### src/rtl/cram_readout_pkg.sv
// Shared constants for the CoMeFa port-2 readout path: geometry defaults,
// readout FSM encodings and the precision clamp.
package cram_readout_pkg;

   localparam int CRO_AWIDTH       = 9;
   localparam int CRO_DWIDTH       = 40;
   localparam int CRO_NUM_RAMS     = 4;
   localparam int RF_MAX_PRECISION = 8;

   localparam logic [1:0] CRO_IDLE  = 2'd0;
   localparam logic [1:0] CRO_READ  = 2'd1;
   localparam logic [1:0] CRO_DRAIN = 2'd2;

   // A precision of 0, or anything above the hardware maximum, means "full width".
   function automatic logic [3:0] cro_eff_prec(input logic [3:0] prec, input int max_prec);
      if (prec == 4'd0 || int'(prec) > max_prec) return 4'(max_prec);
      return prec;
   endfunction

endpackage

### src/rtl/cram_transpose_buf.sv
// Bit-plane to element transpose store: one row per plane write, read back
// four zero-extended elements at a time as a packed 32-bit word.
module cram_transpose_buf
   import cram_readout_pkg::*;
#(
   parameter int DWIDTH   = CRO_DWIDTH,
   parameter int MAX_PREC = RF_MAX_PRECISION,
   parameter int WW       = 4
) (
   input  logic              clk,
   input  logic              resetn,
   input  logic              clear,
   input  logic              wr_en,
   input  logic [3:0]        wr_k,
   input  logic [DWIDTH-1:0] wr_row,
   input  logic [WW-1:0]     rd_w,
   output logic [31:0]       rd_word
);

   localparam int IW = (DWIDTH > 1) ? $clog2(DWIDTH) : 1;

   logic [MAX_PREC-1:0] elem [DWIDTH];
   logic [IW-1:0]       idx;

   always_ff @(posedge clk) begin
      if (!resetn || clear) begin
         for (int j = 0; j < DWIDTH; j++) elem[j] <= '0;
      end else if (wr_en) begin
         for (int j = 0; j < DWIDTH; j++) begin
            for (int b = 0; b < MAX_PREC; b++) begin
               if (wr_k == 4'(b)) elem[j][b] <= wr_row[j];
            end
         end
      end
   end

   always_comb begin
      rd_word = '0;
      idx     = '0;
      for (int l = 0; l < 4; l++) begin
         if (4 * int'(rd_w) + l < DWIDTH) begin
            idx = IW'(4 * int'(rd_w) + l);
            rd_word[8*l +: MAX_PREC] = elem[idx];
         end
      end
   end

endmodule

### src/rtl/cram_readout.sv
// Reads a bit-serial result field from one CoMeFa RAM's port 2, transposes it
// and streams the elements out as packed 32-bit words over valid/ready.
//
//   state     | meaning
//   ----------+-----------------------------------------------------------
//   CRO_IDLE  | waiting for start
//   CRO_READ  | issuing P row reads, capturing each plane one cycle later
//   CRO_DRAIN | presenting DWIDTH/4 words, advancing on handshake
module cram_readout
   import cram_readout_pkg::*;
#(
   parameter int AWIDTH   = CRO_AWIDTH,
   parameter int DWIDTH   = CRO_DWIDTH,
   parameter int NUM_RAMS = CRO_NUM_RAMS,
   parameter int MAX_PREC = RF_MAX_PRECISION
) (
   input  logic                       clk,
   input  logic                       resetn,
   input  logic                       start,
   input  logic [AWIDTH-1:0]          base_addr,
   input  logic [3:0]                 prec,
   input  logic [1:0]                 ram_sel,
   output logic                       busy,
   output logic                       done,
   output logic                       rd_en,
   output logic [AWIDTH-1:0]          rd_addr,
   input  logic [NUM_RAMS*DWIDTH-1:0] q2_all,
   output logic                       out_valid,
   input  logic                       out_ready,
   output logic [31:0]                out_data
);

   localparam int NWORDS = DWIDTH / 4;
   localparam int WW     = (NWORDS > 1) ? $clog2(NWORDS) : 1;

   logic [1:0]        state;
   logic [3:0]        p_q;
   logic [1:0]        sel_q;
   logic [3:0]        k;
   logic [3:0]        cap_k;
   logic              cap_en;
   logic [WW-1:0]     w;
   logic [DWIDTH-1:0] row;
   logic              accept;
   logic              last_cap;
   logic              last_word;

   assign accept    = (state == CRO_IDLE) && start;
   assign last_cap  = cap_en && (cap_k == p_q - 4'd1);
   assign last_word = out_valid && out_ready && (w == WW'(NWORDS - 1));

   always_comb begin
      row = '0;
      for (int r = 0; r < NUM_RAMS; r++) begin
         if (sel_q == r[1:0]) row = q2_all[r*DWIDTH +: DWIDTH];
      end
   end

   // Port 2 has one cycle of read latency, so capture trails issue by a cycle.
   always_ff @(posedge clk) begin
      if (!resetn) begin
         state     <= CRO_IDLE;
         busy      <= 1'b0;
         done      <= 1'b0;
         rd_en     <= 1'b0;
         rd_addr   <= '0;
         out_valid <= 1'b0;
         p_q       <= '0;
         sel_q     <= '0;
         k         <= '0;
         cap_k     <= '0;
         cap_en    <= 1'b0;
         w         <= '0;
      end else begin
         done   <= 1'b0;
         cap_en <= rd_en;
         cap_k  <= k;
         case (state)
            CRO_IDLE: begin
               if (start) begin
                  state   <= CRO_READ;
                  busy    <= 1'b1;
                  p_q     <= cro_eff_prec(prec, MAX_PREC);
                  sel_q   <= ram_sel;
                  k       <= '0;
                  w       <= '0;
                  rd_en   <= 1'b1;
                  rd_addr <= base_addr;
               end
            end
            CRO_READ: begin
               if (rd_en) begin
                  if (k == p_q - 4'd1) begin
                     rd_en <= 1'b0;
                  end else begin
                     k       <= k + 4'd1;
                     rd_addr <= rd_addr + AWIDTH'(1);
                  end
               end
               if (last_cap) begin
                  state     <= CRO_DRAIN;
                  out_valid <= 1'b1;
               end
            end
            CRO_DRAIN: begin
               if (last_word) begin
                  out_valid <= 1'b0;
                  done      <= 1'b1;
                  busy      <= 1'b0;
                  state     <= CRO_IDLE;
               end else if (out_valid && out_ready) begin
                  w <= w + WW'(1);
               end
            end
            default: state <= CRO_IDLE;
         endcase
      end
   end

   cram_transpose_buf #(
      .DWIDTH   (DWIDTH),
      .MAX_PREC (MAX_PREC),
      .WW       (WW)
   ) u_tbuf (
      .clk     (clk),
      .resetn  (resetn),
      .clear   (accept),
      .wr_en   (cap_en),
      .wr_k    (cap_k),
      .wr_row  (row),
      .rd_w    (w),
      .rd_word (out_data)
   );

endmodule

### config.mk
export PLATFORM = sky130hd
export DESIGN_NAME = cram_readout
export DESIGN_NICKNAME = d
export VERILOG_FILES = /design/src/rtl/cram_readout_pkg.sv /design/src/rtl/cram_transpose_buf.sv /design/src/rtl/cram_readout.sv
export SDC_FILE = /design/constraint.sdc
export NUM_CORES = 1
export LEC_CHECK = 0
export CAP_MARGIN = 20
export CORE_MARGIN = 5
export CORE_UTILIZATION = 34
export CTS_CLUSTER_SIZE = 8
export DETAILED_ROUTE_END_ITERATION = 7
export DONT_BUFFER_PORTS = 1
export HOLD_SLACK_MARGIN = 0.08
export PLACE_DENSITY_LB_ADDON = 0.08
export SKIP_LAST_GASP = 1
export SLEW_MARGIN = 20
export SYNTH_ARGS = -nofsm -noshare
export SYNTH_HDL_FRONTEND = slang
export SYNTH_SLANG_ARGS = --single-unit
export TNS_END_PERCENT = 10
### constraint.sdc
create_clock -name clk -period 5.31 [get_ports clk]
set_input_delay 1.062 -clock clk [delete_from_list [all_inputs] [get_ports clk]]
set_output_delay 1.062 -clock clk [all_outputs]
set_load 0.005 [all_outputs]
==> qor.yml <==
rr_startpoint: "state[0]"
synthesis.area_mm2: 0.0165
areaGrowthSynthToFinish_pct: 13.2
hold_start: "p_q[1]"
final_cell_mix: "edfxtp_1, nor2_1, mux4_2"
r2r_slack_ns: 2.49
drc: 0
worstHoldEndpoint: "p_q[1]"
post_cts_resized: 0
cp-end-kind: "primary output"
period_share: 0.744
final.setup_skew_ns: 0.0163
synth_fp_nets: 1446
clock_power_share: 0.430
power.switching_w: 0.00155
wl_um: 49600
grt_overflow: 0
cp-startpoint: "w[1]"
antenna_left: 0
hold_class: "flip-flop to flip-flop"
arrival_ns: 2.89
postCtsHoldBufs: 0
yosysWarnings: 0
finalCriticalPeriod_ns: 3.95
tightestPinTransition_ns: 1.16
die_h_um: 230
cell_internal_pwr_w: 0.00513
place_congestion: 0.726
synth_ff_type: "edfxtp_1"
htreeDepth: 2
clkTransAtPathRegs_ns: 0.05
final_common_cell: "edfxtp_1"
first_global_vias: 10700
synth-edff-count: 320
critPathKind: "flip-flop to primary output"
path_cells: "buf_4 -> mux4_2 -> a21oi_1 -> o21ai_0"
start_kind: "flip-flop"
cp_max_fo: 29
synth-seq-cells: 358
max_stage_delay_ns: 0.90
power.leakage_nw: 6.33
crit_family: "flip-flops"
cts_tree: "yes"
synth-async-reset-ratio: 0
hpwl_um: 32300
cts_sinks: 358
die_w_um: 230
ys_seq_area_frac: 0.629
root_buffer: "clkbuf_16"
cts_made_buffers: 50
cts.path.max_buffers: 3
syn_inst: 1262
drive_gt1_frac: 0.176
grt_antenna_before_repair: 2
crit_slowest_cell: "dfxtp_2"
power_frac_comb: 0.074
max_freq_mhz: 253
track_usage: 0.185
hold_viol: 0
ioPinCount: 224
r2r_cells: 6
io_buffers: 0
die_area_mm2: 0.0530
post-cts-setup-buffers: 0
power.density_mw_per_mm2: 358
clk_latency_ns: 0.57
worstPathBufferInverterCount: 1
grt_pass1_wl_um: 73000
relSlewSlack: 0.224
timing.rr.end: "u_tbuf.elem[25][7]"
seqPwrFrac: 0.496
fin_nets: 1451
initial_utilization: 0.345
rsz0062_at_grt: "no"
first_iter_violations: 785
swShare: 0.233
synth.avg_cell_area_um2: 13.1
status: "finished, final reports clean"
rows: 80
tns_ns: 0
core_mm2: 0.0478
vias: 10200
p_total_w: 0.00668
ys_types: 53
drt_pass1_iterations: 5
grt_max_degree: 76
ir_drop_v: 0.000226
cp.required_ns: 4.25
min_path_cells: 2
viasPerCell: 5.35
slew_viol_final: 0
cap_violations: 0
wl_per_cell_um: 26.1
setup_viol: 0
==> logic make-up (layout without fill, tap and decap cells) <==
| logic type | after synthesis | in the layout | synth area share |
|---|---|---|---|
| AOI/OAI and AO/OA | 152 | 152 | 0.0535 |
| xor gates and xnor gates | 14 | 14 | 0.00842 |
| adders and majority gates | 5 | 5 | 0.00380 |
| buffers and inverters | 94 | 117 | 0.0260 |
| DFF | 358 | 358 | 0.629 |
| muxes | 172 | 172 | 0.160 |
| other | 0 | 1 | 0 |
| and+or+nand+nor | 467 | 467 | 0.119 |
==> registers in the layout, indices dropped and copies added, names as in the netlist, named ones only <==
register     flops
k                4
out_valid        1
state            2
sel_q            2
rd_addr          9
u_tbuf.elem    320
busy             1
cap_en           1
cap_k            4
w                4
p_q              4
rd_en            1
done             1
==> per-stage QoR <==
| step | cells | util | cell area [µm²] | worst slack [ns] | hold slack [ns] |
|---|---|---|---|---|---|
| after detailed placement | 1830 | 0.361 | 17300 | 1.85 | 0.478 |
| after floorplan | 1262 | - | 16500 | 0.966 | 0.456 |
| after global placement | 1829 | 0.361 | 17300 | 1.78 | 0.473 |
| final | 1901 | 0.390 | 18700 | 1.36 | 0.483 |
| after CTS | 1900 | 0.390 | 18600 | 1.23 | 0.484 |
| after global routing | 1901 | 0.390 | 18700 | 1.25 | 0.533 |
==> power groups by stage <==
stage	combinational, W	sequential [W]	clock (W)
after floorplan	0.000306	0.00335	0
after detailed placement	0.000507	0.00337	0
after global routing	0.000538	0.00333	0.00306
after global placement	0.000505	0.00337	0
final	0.000496	0.00332	0.00287
after CTS	0.000508	0.00332	0.00295
==> how the worst max path moves through the flow <==
| stage | endpoint | depth (start not counted) |
|---|---|---|
| CTS | out_data[20] | 4 |
| floorplan | u_tbuf.elem[0][0] | 2 |
| detailed placement | u_tbuf.elem[25][7] | 6 |
| finish | out_data[20] | 4 |
| global route | out_data[20] | 4 |
| global placement | u_tbuf.elem[26][5] | 5 |
==> synthesized netlist by cell type, types with 2 or more instances <==
master / instances / area, µm²
a21oi_1: 42 / 210
dfxtp_1: 38 / 761
nand2b_1: 4 / 25.0
mux2i_1: 68 / 681
clkbuf_1: 39 / 146
nand4_1: 2 / 12.5
nor2b_1: 11 / 68.8
buf_1: 5 / 18.8
a211oi_1: 16 / 120
xor2_1: 7 / 61.3
edfxtp_1: 320 / 9610
mux4_2: 70 / 1580
o31a_1: 2 / 17.5
o21ai_0: 33 / 165
o211ai_1: 3 / 22.5
o21ai_1: 35 / 175
xnor2_1: 6 / 52.6
nor2_2: 2 / 12.5
nand2_1: 65 / 244
and3_1: 6 / 37.5
or3_1: 5 / 31.3
buf_4: 5 / 37.5
ha_1: 5 / 62.6
buf_2: 39 / 195
nand3_1: 37 / 185
nor2_1: 316 / 1190
nor3b_1: 2 / 15.0
mux2_2: 34 / 383
nor3_1: 2 / 10.0
and2_1: 5 / 31.3
o32ai_1: 4 / 35.0
o31ai_1: 6 / 45.0
nand3b_1: 4 / 30.0
inv_1: 5 / 18.8
==> cell type report <==
class / count / area [µm²]
inverters: 5 / 18.8
diodes: 1 / 2.50
repair buffers: 42 / 328
clock buffers: 69 / 1340
clock inverters: 1 / 8.76
fillers: 4566 / 29200
multi-input cells: 810 / 5810
flip-flops and latches: 358 / 10400
well taps: 615 / 769
==> per-layer routing <==
layer,up-vias,global-route usage,routed length (µm)
li1,4657,-,-
met1,5122,0.260,22500
met2,333,0.302,23600
met3,49,0.0310,2550
met4,0,0.0484,913
met5,-,0,0
==> tightest hold or removal path: stages, from the launching register on <==
cell and delay, ns:
dfxtp_1 0.33, nand2_1 0.06, a21oi_1 0.05
No activity file was read; power rests on OpenSTA's default activity.
